--- config.mk ---
export PLATFORM = sky130hd
export DESIGN_NAME = stream_unpack16
export DESIGN_NICKNAME = d
export VERILOG_FILES = /design/src/rtl/stream_unpack16_pkg.sv /design/src/rtl/bswap64.sv /design/src/rtl/stream_unpack16.sv
export SDC_FILE = /design/constraint.sdc
export NUM_CORES = 1
export LEC_CHECK = 0
export CORE_UTILIZATION = 25
export DETAILED_ROUTE_END_ITERATION = 8
export DONT_BUFFER_PORTS = 1
export PLACE_DENSITY_LB_ADDON = 0.2
export SYNTH_ARGS = -nofsm -noshare
export SYNTH_HDL_FRONTEND = slang
export SYNTH_SLANG_ARGS = --single-unit
--- constraint.sdc ---
create_clock -name clk -period 1.9 [get_ports clk]
set_input_delay 0 -clock clk [delete_from_list [all_inputs] [get_ports clk]]
set_output_delay 0 -clock clk [all_outputs]
set_load 0.01 [all_outputs]
--- src/rtl/stream_unpack16_pkg.sv ---
// Shared widths and helpers for the 64-bit to 16-bit stream unpacker.
// Consumers: stream_unpack16 (top) and bswap64 (byte reversal, only used
// when STREAM_UNPACK16_SWAP_EN is defined).
package stream_unpack16_pkg;

  localparam int WORD_W = 64;
  localparam int ELEM_W = 16;
  localparam int LANES  = 4;
  localparam int LANE_W = 2;
  localparam int BYTES  = WORD_W / 8;

  typedef logic [WORD_W-1:0] word_t;
  typedef logic [ELEM_W-1:0] elem_t;
  typedef logic [LANE_W-1:0] lane_t;

  localparam lane_t LAST_LANE = lane_t'(LANES - 1);

  // Lane 0 sits in the least significant 16 bits of the held word.
  function automatic elem_t laneSelect(input word_t word, input lane_t lane);
    return word[ELEM_W*int'(lane) +: ELEM_W];
  endfunction

endpackage

--- src/rtl/bswap64.sv ---
// Purely combinational byte reversal of a 64-bit stream word:
// byte i of the result is byte (7-i) of the input.
// Instantiated by stream_unpack16 only when STREAM_UNPACK16_SWAP_EN is defined.
module bswap64
  import stream_unpack16_pkg::*;
(
  input  logic [WORD_W-1:0] data_i,
  output logic [WORD_W-1:0] data_o
);

  // Mirror byte order end-for-end
  always_comb begin
    data_o = '0;
    for (int i = 0; i < BYTES; i++) begin
      data_o[8*i +: 8] = data_i[8*(BYTES-1-i) +: 8];
    end
  end

endmodule

--- src/rtl/stream_unpack16.sv ---
// Unpacks each accepted 64-bit word into four 16-bit elements, lane 0 first,
// tracking the element position within a frame of FRAME_ELEMS elements and
// flagging the final element with out_last.
// Optional feature: define STREAM_UNPACK16_SWAP_EN to byte-reverse every
// accepted word before it is split into lanes (same latency either way).
module stream_unpack16
  import stream_unpack16_pkg::*;
#(
  parameter int FRAME_ELEMS = 10752,
  parameter int CNT_W       = 14
) (
  input  logic              clk,
  input  logic              rst,
  input  logic              clear,
  input  logic [WORD_W-1:0] in,
  input  logic              in_isReady,
  output logic              in_canReceive,
  output logic [ELEM_W-1:0] out,
  output logic              out_isReady,
  input  logic              out_canReceive,
  output logic              out_last
);

  localparam logic [CNT_W-1:0] LAST_CNT = CNT_W'(FRAME_ELEMS - 1);

  word_t            wordIn;
  word_t            hold_q, hold_d;
  logic             holdValid_q, holdValid_d;
  lane_t            lane_q, lane_d;
  logic [CNT_W-1:0] cnt_q, cnt_d;
  logic             outXfer;
  logic             inXfer;
  logic             lastLane;

`ifdef STREAM_UNPACK16_SWAP_EN
  bswap64 u_bswap64 (
    .data_i (in),
    .data_o (wordIn)
  );
`else
  assign wordIn = in;
`endif

  // Handshakes; a new word may land in the same cycle the last lane drains,
  // and clear blocks acceptance outright.
  assign lastLane      = (lane_q == LAST_LANE);
  assign outXfer       = holdValid_q & out_canReceive;
  assign inXfer        = in_isReady & in_canReceive;
  assign in_canReceive = ~clear & (~holdValid_q | (lastLane & out_canReceive));

  // Outputs come straight from registers, so nothing on the input side
  // reaches out_isReady combinationally.
  assign out_isReady = holdValid_q;
  assign out         = laneSelect(hold_q, lane_q);
  assign out_last    = holdValid_q & (cnt_q == LAST_CNT);

  // Next-state: clear wins, otherwise advance on an out transfer and load on an in transfer
  always_comb begin
    hold_d      = hold_q;
    holdValid_d = holdValid_q;
    lane_d      = lane_q;
    cnt_d       = cnt_q;
    if (clear) begin
      holdValid_d = 1'b0;
      lane_d      = '0;
      cnt_d       = '0;
    end else begin
      if (outXfer) begin
        lane_d = lane_q + lane_t'(1);
        cnt_d  = (cnt_q == LAST_CNT) ? '0 : cnt_q + CNT_W'(1);
        if (lastLane) begin
          holdValid_d = 1'b0;
        end
      end
      if (inXfer) begin
        hold_d      = wordIn;
        holdValid_d = 1'b1;
        lane_d      = '0;
      end
    end
  end

  // State registers, cleared asynchronously so a mid-frame reset drops the held word
  always_ff @(posedge clk or negedge rst) begin
    if (!rst) begin
      hold_q      <= '0;
      holdValid_q <= 1'b0;
      lane_q      <= '0;
      cnt_q       <= '0;
    end else begin
      hold_q      <= hold_d;
      holdValid_q <= holdValid_d;
      lane_q      <= lane_d;
      cnt_q       <= cnt_d;
    end
  end

endmodule

# After elaboration in Yosys (flattened, before gate mapping)
# Index checks and enable logic that the tools add are counted.
dict set report op_classes {
  add_sub_neg 2
  eq_ne 2
  shifts 1
  muxes 10
  n_bitwise 8
  n_reduce_logical 5
}
# op count
set op_table {}
lappend op_table {{$shiftx 64x7->16} 1}
lappend op_table {{$mux 14} 3}
lappend op_table {{$add 14x1->14 const B} 1}
lappend op_table {{$eq 14x14->1 const B} 1}
lappend op_table {{$mux 2} 3}
lappend op_table {{$reduce_bool 3->1} 2}
lappend op_table {{$and 1x1->1} 5}
lappend op_table {{$mux 1} 4}
lappend op_table {{$reduce_and 2->1} 2}
lappend op_table {{$add 2x1->2 const B} 1}
lappend op_table {{$eq 2x2->1 const B} 1}
lappend op_table {{$not 1->1} 2}
lappend op_table {{$reduce_bool 2->1} 1}
lappend op_table {{$or 1x1->1} 1}
dict set report word_totals {
  reg_bits 81
  in_bits 69
  out_inout_bits 19
  wordCells 32
}

# Logic depth before layout (Yosys ltp)
# Gate-level depths: netlist of run 1.
dict set report depth {
  word_depth 7
  ltp_mapped 7
  ltp_nobuf 5
}

# Least setup slack after synthesis of run 1
# Ideal clock, no wire load.
dict set report synth_path {
  path_kind {register to register}
  start {register holdValid_q (netlist: out_isReady)}
  end {register hold_q[0]}
  setup_time_ns 0.127
  arrival_ns 1.579
  t_required_ns 1.773
  slack_ns 0.194
  path_stages_with_launch 7
  n_path_buf 2
  period_less_slack_ns 1.706
  cell_sequence {dfrtp_1 a21boi_1 nor2_1 and2_1 buf_6 buf_6 mux2_1}
}
dict set report synth_between {
  elab_chain_cells 5
}
# element line
set synth_lines {}
lappend synth_lines {{start, declared} stream_unpack16.sv:28} ;# logic holdValid_q, holdValid_d;
lappend synth_lines {{start signal, assigned} stream_unpack16.sv:92} ;# holdValid_q <= holdValid_d;
lappend synth_lines {{$not 1->1} stream_unpack16.sv:49} ;# assign in_canReceive = ~clear & (~holdValid_q | (lastLane & out_canReceive));
lappend synth_lines {{$or 1x1->1} stream_unpack16.sv:49}
lappend synth_lines {{$and 1x1->1} stream_unpack16.sv:49}
lappend synth_lines {{via in_canReceive} stream_unpack16.sv:17} ;# output logic in_canReceive,
lappend synth_lines {{$and 1x1->1} stream_unpack16.sv:48} ;# assign inXfer = in_isReady & in_canReceive;
lappend synth_lines {{$reduce_and 2->1 (no line)} n/a}
lappend synth_lines {{end signal, assigned} stream_unpack16.sv:91} ;# hold_q <= hold_d;
lappend synth_lines {{end, declared} stream_unpack16.sv:27} ;# word_t hold_q, hold_d;
# The timed path passes the listed nets, and every way through them passes these cells.
# A chain may end at the register's enable or synchronous reset.

# Worst setup path in the final report of run 1
dict set report layout_path {
  start {register lane_q[0]}
  end {register hold_q[46]}
}
dict set report layout_between {
  elab_chain_cells 6
}
# element line
set layout_lines {}
lappend layout_lines {{start, declared} stream_unpack16.sv:29} ;# lane_t lane_q, lane_d;
lappend layout_lines {{start signal, assigned} stream_unpack16.sv:93} ;# lane_q <= lane_d;
lappend layout_lines {{$eq 2x2->1} stream_unpack16.sv:46} ;# assign lastLane = (lane_q == LAST_LANE);
lappend layout_lines {{$and 1x1->1} stream_unpack16.sv:49}
lappend layout_lines {{$or 1x1->1} stream_unpack16.sv:49}
lappend layout_lines {{$and 1x1->1} stream_unpack16.sv:49}
lappend layout_lines {{$and 1x1->1} stream_unpack16.sv:48}
lappend layout_lines {{$reduce_and 2->1 (no line)} n/a}
# No other way between the ends.

==> results of run 1 <==
## sequential cells by signal, indices dropped and copies added, names as in the netlist
signal       cells
hold_q          64
cnt_q           14
lane_q           2
out_isReady      1
## cells in the final DEF, fill, tap and decap left out, types with 2 or more instances in the layout
master	instances
dfrtp_1	81
dlygate4sd3_1	68
mux2_1	64
buf_4	19
mux4_2	16
nor2_1	12
clkbuf_16	9
nand2_1	8
xor2_1	7
nand3_1	7
nand4_1	4
and2_1	4
and3_1	3
or3_1	3
and4_1	2
xnor2_1	2
nor3_1	2
o21ai_1	2
a31oi_1	2
ha_1	2
clkinv_4	2
bufinv_16	2
buf_12	2
## area by class of cell
class / count / area, sq um / share of cell area [%]
Sequential cell: 81 / 2030 / 40.1
Multi-Input combinational cell: 159 / 1590 / 31.4
Timing Repair Buffer: 91 / 898 / 17.8
Tap cell: 184 / 230 / 4.56
Clock buffer: 9 / 225 / 4.46
Clock inverter: 5 / 82.6 / 1.63
Inverter: 1 / 3.75 / 0.0743
## per-layer routing
| metal | track usage [%] | vias to the layer above | share of wire (%) |
|---|---|---|---|
| met4 | 3.92 | 0 | 0.97 |
| met1 | 13.9 | 1226 | 45 |
| li1 | - | 1115 | - |
| met5 | 0 | - | 0 |
| met2 | 19.1 | 74 | 47 |
| met3 | 5.08 | 6 | 7.0 |
## path summary, 6_finish.rpt
kind                                        startpoint                     end  slack [ns]
worst max-delay path             lane_q[0]$_DFFE_PN0P_  hold_q[46]$_DFFE_PN0P_        0.10
worst min-delay path                    out_canReceive    cnt_q[2]$_DFFE_PN0P_        0.06
worst max register to register   lane_q[0]$_DFFE_PN0P_  hold_q[46]$_DFFE_PN0P_        0.10
worst min register to register  hold_q[39]$_DFFE_PN0P_  hold_q[39]$_DFFE_PN0P_        0.48
max in group asynchronous                          rst   cnt_q[10]$_DFFE_PN0P_        1.34
min in group asynchronous                          rst  hold_q[31]$_DFFE_PN0P_        0.24
## where the power goes
part	switching, uW	total (uW)	leakage, uW	internal, uW
clock	712	1850	0.000151	1140
combinational	279	681	0.000923	402
sequential	118	2110	0.000989	1990
total	1110	4640	0.00206	3530
## tightest hold or removal path, cell delays in order
cell     delay [ns]
and3_1         0.17
xnor2_1        0.15
nor2_1         0.04
## per-stage QoR
stage / power [uW] / utilization (%) / cell area, sq um
floorplan: 2530 / - / 3700
CTS: 4720 / 34.5 / 5000
detailed placement: 2660 / 27.5 / 3980
finish: 4640 / 34.9 / 5050
global route: 4890 / 34.9 / 5050
global placement: 2640 / 27.5 / 3980
## timing repair
item | in CTS | in global routing
resized for setup | 0 | 1
setup buffers | 0 | 6
endpoints found under the hold margin | 161 | 0
setup endpoints to repair | 0 | 50
hold buffers | 69 | 0
## kinds of logic (layout without fill, tap and decap cells)
group / Yosys count / count (layout) / synth area share (%)
buf+inv: 14 / 106 / 2.67
flops: 81 / 81 / 54.8
simple gates: 53 / 54 / 7.58
mux: 81 / 81 / 29.5
fa+ha+maj: 2 / 2 / 0.676
compound gates: 13 / 13 / 2.64
xor+xnor: 9 / 9 / 2.13
==> impl_metrics.env, run 1 <==
export IMPL_synthCells=253
export IMPL_numCtsBuffers=9
export IMPL_cts_tree="built"
export IMPL_yosysMostFrequentCell="dfrtp_1"
export IMPL_synthTopCellsByArea="dfrtp_1 55%, mux2_1 19%, mux4_2 9.7%, xor2_1 1.7%, buf_6 1.5%"
export IMPL_async_flop_share_pct=100
export IMPL_routedWlPerCell_um=16.5
export IMPL_grt_pass1_vias=2574
export IMPL_maxCapViolCount=0
export IMPL_slew_viol_final=0
export IMPL_vias=2421
export IMPL_path_class="reg2reg"
export IMPL_max_slew_margin_pct=72.7
export IMPL_synth_nets=324
export IMPL_start_kind="register"
export IMPL_cts_buffer_depth=2
export IMPL_dieArea_sq_um=15300
export IMPL_dr_pass1_iters=4
export IMPL_rows=44
export IMPL_finalCriticalPeriod_ns=1.80
export IMPL_worstMarginPinSlew_ns=0.409
export IMPL_worstHoldPathType="in2reg"
export IMPL_dp_cells=440
export IMPL_synth_edf_count=0
export IMPL_io_pins=88
export IMPL_final_hold_viol_count=0
export IMPL_synth_warnings=0
export IMPL_max_stage_delay_ns=0.38
export IMPL_powerDensity_nw_per_um2=919
export IMPL_area_growth_pct=36.6
export IMPL_min_path_cells=3
export IMPL_die_h_um=124
export IMPL_arrival_ns=2.02
export IMPL_run_status="finished clean"
export IMPL_grt_total_usage_pct=11.8
export IMPL_numClockSinks=81
export IMPL_fin_ws_ns=0.102
export IMPL_ys_ff_latch=81
export IMPL_initial_core_util_pct=25.5
export IMPL_h_tree_depth=3
export IMPL_hpwlAfterDp_um=5280
export IMPL_r2r_cells=7
export IMPL_diodes=0
export IMPL_antenna_found_initial=0
export IMPL_fmax_mhz=556
export IMPL_first_iter_violations=70
export IMPL_hold_slack_ns=0.0596
export IMPL_critical_path_peak_fanout=6
export IMPL_portBuffers=0
export IMPL_grt_max_degree=82
export IMPL_synth_cell_types=38
export IMPL_cp_cell_sequence="ha_1 > a21boi_1 > nor2_2 > and2_4 > clkbuf_4 > buf_4 > mux2_1"
export IMPL_avgSynthCellArea_sq_um=14.6
export IMPL_grt_ovfl_total=0
export IMPL_tns_ns=0
export IMPL_drc_errors=0
export IMPL_finalWeightedCongestion=0.776
export IMPL_critPathRequiredTime_ns=2.12
export IMPL_coreArea_sq_um=14500
export IMPL_antenna_left=0
export IMPL_yosysTopAreaCell="dfrtp_1"
export IMPL_irDropWorstVdd_mv=0.425
export IMPL_fillerInstances=1377
export IMPL_synth_top_area_share_pct=54.8
export IMPL_drive_gt1_share_pct=16.8
export IMPL_seq_area_frac_synth_pct=54.8
export IMPL_grt_pass1_wl_um=13300
export IMPL_synth_commonest_cells="81 x dfrtp_1, 64 x mux2_1, 16 x mux4_2, 13 x nor2_1, 8 x nand2_1"
export IMPL_post_place_ws_ns=0.0445
export IMPL_final_nets=414
export IMPL_layoutNonFillerInstCount=530
export IMPL_clock_latency_ns=0.34
export IMPL_fin_crit_sh_pct=94.6
export IMPL_cp_num_cells=7
export IMPL_synth_ff_type="dfrtp_1"
export IMPL_clkTransAtPathRegs_ns=0.07
export IMPL_drt_total_wl_um=8760
export IMPL_p_leak_uw=0.00206
export IMPL_finalSetupViolCount=0
export IMPL_fin_skew_ns=0.0100
export IMPL_root_buffer="clkbuf_16"
export IMPL_critical_path_top_delay_family="flip-flops"
export IMPL_critPathCaptureType="register"
export IMPL_cp_num_buf_inv=2
export IMPL_syn_area_sq_um=3700
export IMPL_vias_per_cell=4.57
export IMPL_fp_dieW_um=124
export IMPL_crit_slowest_cell="dfrtp_1"
Power figures use the tool's default switching activity.
==> run 2: changes to the inputs <==
Clock period 1.9 ns to 2.25 ns, I/O delays scaled along.
==> run 2 against run 1 <==
Net effect:
- the flow now finishes with violations (design-rule violations)
- count of clock-buffer cells in the layout rose by 3
- sequential share of layout area rose by 0.95 points
- via count shrank 4.0%
- final area is 2.3% lower
- largest cell class unchanged
- largest power group unchanged
==> impl_metrics.env, run 2 (synthesis results as in run 1) <==
export IMPL_run_status="finished with violations"
export IMPL_violations="design-rule violations"
export IMPL_reg_top3="hold_q: 64 flops, cnt_q: 14 flops, lane_q: 2 flops"
export IMPL_final_nets=396
export IMPL_drive_gt1_share_pct=12.4
export IMPL_top_register="hold_q"
export IMPL_io_pins=88
export IMPL_vias=2323
export IMPL_final_hold_viol_count=0
export IMPL_maxCapViolCount=0
export IMPL_rsz0062_at_grt="no"
export IMPL_largest_reg_flops=64
export IMPL_worstMarginPinSlew_ns=0.439
export IMPL_fin_skew_ns=0.00629
export IMPL_critPathCaptureType="register"
export IMPL_cts_buffer_depth=2
export IMPL_rows=44
export IMPL_hold_slack_ns=0.0538
export IMPL_vias_per_cell=4.52
export IMPL_path_class="reg2reg"
export IMPL_r2r_cells=5
export IMPL_max_stage_delay_ns=0.47
export IMPL_grt_pass1_wl_um=13000
export IMPL_clock_latency_ns=0.33
export IMPL_diodes=0
export IMPL_drc_errors=2
export IMPL_final_common_cell="dfrtp_1"
export IMPL_layout_common_cells="81 x dfrtp_1, 67 x dlygate4sd3_1, 64 x mux2_1"
export IMPL_drt_total_wl_um=8250
export IMPL_dr_pass1_iters=6
export IMPL_fin_ws_ns=0.360
export IMPL_cts_tree="built"
export IMPL_grt_ovfl_total=0
export IMPL_portBuffers=0
export IMPL_critical_path_peak_fanout=25
export IMPL_critPathRequiredTime_ns=2.46
export IMPL_crit_slowest_cell="dfrtp_1"
export IMPL_max_slew_margin_pct=70.7
export IMPL_powerDensity_nw_per_um2=798
export IMPL_start_kind="register"
export IMPL_p_leak_uw=0.00198
export IMPL_worstHoldPathType="in2reg"
export IMPL_first_iter_violations=75
export IMPL_antenna_left=0
export IMPL_root_buffer="clkbuf_16"
export IMPL_h_tree_depth=3
export IMPL_initial_core_util_pct=25.5
export IMPL_post_cts_buffers=0
export IMPL_antenna_found_initial=0
export IMPL_clkTransAtPathRegs_ns=0.06
export IMPL_min_path_cells=3
export IMPL_grt_total_usage_pct=11.6
export IMPL_hpwlAfterDp_um=5250
export IMPL_numCtsBuffers=9
export IMPL_tns_ns=0
export IMPL_slew_viol_final=0
export IMPL_irDropWorstVdd_mv=0.348
export IMPL_finalCriticalPeriod_ns=1.89
export IMPL_fin_crit_sh_pct=84.0
export IMPL_dieArea_sq_um=15300
export IMPL_fmax_mhz=529
export IMPL_grt_pass1_vias=2531
export IMPL_grt_max_degree=82
export IMPL_finalWeightedCongestion=0.730
export IMPL_fp_dieW_um=124
export IMPL_cp_cell_sequence="a21boi_1 > nor2_1 > and2_4 > buf_12 > mux2_1"
export IMPL_arrival_ns=2.10
export IMPL_numClockSinks=81
export IMPL_area_growth_pct=33.5
export IMPL_die_h_um=124
export IMPL_routedWlPerCell_um=16.1
export IMPL_finalSetupViolCount=0
export IMPL_post_place_ws_ns=0.373
export IMPL_coreArea_sq_um=14500
export IMPL_p_total_uw=3940
run 2: layer usage:
metal | wire length, um | vias to the layer above | GRT usage [%]
li1 | - | 1085 | -
met1 | 3800 | 1169 | 14.2
met2 | 3850 | 59 | 18.8
met3 | 446 | 10 | 3.11
met4 | 150 | 0 | 5.42
met5 | 0 | - | 0
run 2: critical path, delay by kind of cell (launching register included):
kind / cells / cell delay (ns)
AO/OA/AOI/OAI: 1 / 0.18
buffers and inverters: 1 / 0.24
flip-flops: 1 / 0.47
multiplexers: 1 / 0.35
AND/OR/NAND/NOR: 2 / 0.50
run 2: timing repair:
action,4_1_cts,5_1_grt
gates resized for setup,0,0
hold buffers,68,0
hold endpoints to repair,160,0
run 2: power by group:
part	leakage [uW]	switching (uW)	internal, uW
combinational	0.000836	226	321
sequential	0.000989	105	1680
clock	0.000155	573	1030
run 2: area by class of cell:
class,instances,area (sq um)
timing repair buffer,74,768
inverter,1,3.75
fill,1416,9540
clock inverter,4,75.1
clock buffer,12,256
sequential,81,2030
tap,184,230
multi-input combinational,158,1580
run 2: through the flow:
step,util (%),std cells,instance area (sq um)
6_report,34.1,514,4940
5_1_grt,34.1,514,4940
4_1_cts,34.1,514,4940
3_5_place_dp,27.0,430,3910
3_3_place_gp,27.0,430,3910
2_1_floorplan,-,253,3700
run 2: worst paths after layout:
path	start	to	slack, ns
worst min-delay path	out_canReceive	cnt_q[2]$_DFFE_PN0P_	0.05
max in group asynchronous	rst	hold_q[3]$_DFFE_PN0P_	1.67
worst max-delay path	out_isReady$_DFFE_PN0P_	hold_q[1]$_DFFE_PN0P_	0.36
worst min register to register	hold_q[55]$_DFFE_PN0P_	hold_q[55]$_DFFE_PN0P_	0.48
worst max register to register	out_isReady$_DFFE_PN0P_	hold_q[1]$_DFFE_PN0P_	0.36
min in group asynchronous	rst	hold_q[15]$_DFFE_PN0P_	0.24
==> run 3: changes to the inputs <==
Clock period 2.25 ns to 1.8 ns, I/O delays scaled along.
==> run 3 against run 2 <==
Net effect:
- the run ends with negative hold slack left
- final cell count up 4.5%
- total power up 24%
- die area unchanged
- critical path type unchanged
==> impl_metrics.env, run 3 (synthesis results as in run 1) <==
export IMPL_final_common_cell="dfrtp_1"
export IMPL_hold_slack_ns=-0.646
export IMPL_portBuffers=0
export IMPL_max_slew_margin_pct=70.1
export IMPL_grt_pass1_vias=2565
export IMPL_diodes=0
export IMPL_layout_common_cells="80 x dfrtp_1, 68 x dlygate4sd3_1, 64 x mux2_1"
export IMPL_dr_pass1_iters=4
export IMPL_h_tree_depth=3
export IMPL_irDropWorstVdd_mv=0.372
export IMPL_path_class="reg2reg"
export IMPL_routedWlPerCell_um=16.5
export IMPL_die_h_um=124
export IMPL_worstHoldPathType="in2async"
export IMPL_critPathRequiredTime_ns=2.01
export IMPL_drt_total_wl_um=8850
export IMPL_initial_core_util_pct=25.5
export IMPL_root_buffer="clkbuf_16"
export IMPL_finalWeightedCongestion=0.774
export IMPL_fmax_mhz=588
export IMPL_worstMarginPinSlew_ns=0.447
export IMPL_violations="negative hold slack"
export IMPL_vias=2464
export IMPL_cts_buffer_depth=2
export IMPL_numCtsBuffers=9
export IMPL_critPathCaptureType="register"
export IMPL_grt_max_degree=82
export IMPL_io_pins=88
export IMPL_rows=44
export IMPL_p_total_uw=4900
export IMPL_first_iter_violations=82
export IMPL_powerDensity_nw_per_um2=958
export IMPL_critical_path_peak_fanout=5
export IMPL_cts_tree="built"
export IMPL_stdcell_area_sq_um=5120
export IMPL_run_status="finished with violations"
export IMPL_top_register="hold_q"
export IMPL_numClockSinks=81
export IMPL_finalSetupViolCount=0
export IMPL_r2r_cells=6
export IMPL_final_hold_viol_count=81
export IMPL_arrival_ns=1.91
export IMPL_p_leak_uw=0.00210
export IMPL_reg_top3="hold_q: 64 flops, cnt_q: 14 flops, lane_q: 2 flops"
export IMPL_finalCriticalPeriod_ns=1.70
export IMPL_r2r_setup_slack_ns=0.10
export IMPL_r2r_start="lane_q[0]$_DFFE_PN0P_"
export IMPL_tns_ns=0
export IMPL_rsz0062_at_grt="yes"
export IMPL_grt_ovfl_total=0
export IMPL_antenna_found_initial=0
export IMPL_drive_gt1_share_pct=20.1
export IMPL_hpwlAfterDp_um=5460
export IMPL_area_growth_pct=38.3
export IMPL_post_dp_cell_area_sq_um=3990
export IMPL_largest_reg_flops=64
export IMPL_dieArea_sq_um=15300
export IMPL_vias_per_cell=4.59
export IMPL_fin_skew_ns=0.00612
export IMPL_final_nets=419
export IMPL_grt_total_usage_pct=12.0
export IMPL_maxCapViolCount=0
export IMPL_drc_errors=0
export IMPL_grt_pass1_wl_um=13600
export IMPL_start_kind="register"
export IMPL_antenna_left=0
export IMPL_fp_dieW_um=124
export IMPL_fin_crit_sh_pct=94.4
export IMPL_clock_latency_ns=0.34
export IMPL_clkTransAtPathRegs_ns=0.06
export IMPL_slew_viol_final=0
export IMPL_r2r_end="hold_q[23]$_DFFE_PN0P_"
export IMPL_coreArea_sq_um=14500
run 3: cell count changes in the layout (fill, tap and decap cells not counted), sizes merged:
| cell | change |
|---|---|
| buf | +19 |
| clkinv | +3 |
| and2 | +2 |
| clkinvlp | -2 |
| dlygate4sd3 | +1 |
run 3: how the worst max path moves through the flow:
stage / start / slack (ns) / cells past startpoint / endpoint
after global placement: cnt_q[1]$_DFFE_PN0P_ / 0.07 / 5 / cnt_q[9]$_DFFE_PN0P_
after detailed placement: lane_q[1]$_DFFE_PN0P_ / 0.04 / 6 / hold_q[54]$_DFFE_PN0P_
after global routing: lane_q[1]$_DFFE_PN0P_ / -0.02 / 6 / hold_q[23]$_DFFE_PN0P_
final: lane_q[0]$_DFFE_PN0P_ / 0.10 / 6 / hold_q[23]$_DFFE_PN0P_
after CTS: cnt_q[1]$_DFFE_PN0P_ / 0.01 / 5 / cnt_q[9]$_DFFE_PN0P_
after floorplan: out_isReady$_DFFE_PN0P_ / 0.09 / 6 / hold_q[0]$_DFFE_PN0P_
run 3: metrics by stage:
step / instances / setup WS, ns / utilization, %
after floorplan: 253 / 0.0936 / -
after global placement: 443 / 0.0732 / 27.6
after detailed placement: 443 / 0.0372 / 27.6
after CTS: 526 / 0.0123 / 34.4
after global routing: 537 / -0.0236 / 35.3
final: 537 / 0.100 / 35.3
run 3: worst max-delay path, stage by stage (launching register included):
cell	delay [ns]
dfrtp_1	0.34
ha_1	0.17
a21boi_2	0.07
nor2_2	0.19
and2_4	0.28
buf_4	0.17
mux2_1	0.33
run 3: area by class of cell:
class,count,area (sq um)
well taps,184,230
inverters,1,3.75
multi-input cells,160,1620
fillers,1392,9360
clock inverters,5,78.8
clock buffers,11,243
flip-flops and latches,81,2030
repair buffers,95,913
run 3: where the power goes:
part | internal (uW) | leakage (uW) | switching (uW)
clock | 1250 | 0.000159 | 733
sequential | 2100 | 0.000987 | 128
combinational | 422 | 0.000955 | 262
run 3: timing repair:
| action | in CTS | in global routing |
|---|---|---|
| pin swaps | 0 | 3 |
| resized for setup | 1 | 10 |
| hold endpoints to repair | 161 | 83 |
| endpoints found under the setup margin | 1 | 67 |
| hold buffers | 67 | 1 |
| gates cloned | 0 | 3 |
| buffers inserted | 0 | 7 |
run 3: layer usage:
metal	vias to the layer above	part of all wire, %	GRT usage (%)
li1	1129	-	-
met2	63	46	18.5
met4	0	1.7	5.95
met3	11	6.3	3.75
met5	-	0	0
met1	1261	45	15.2
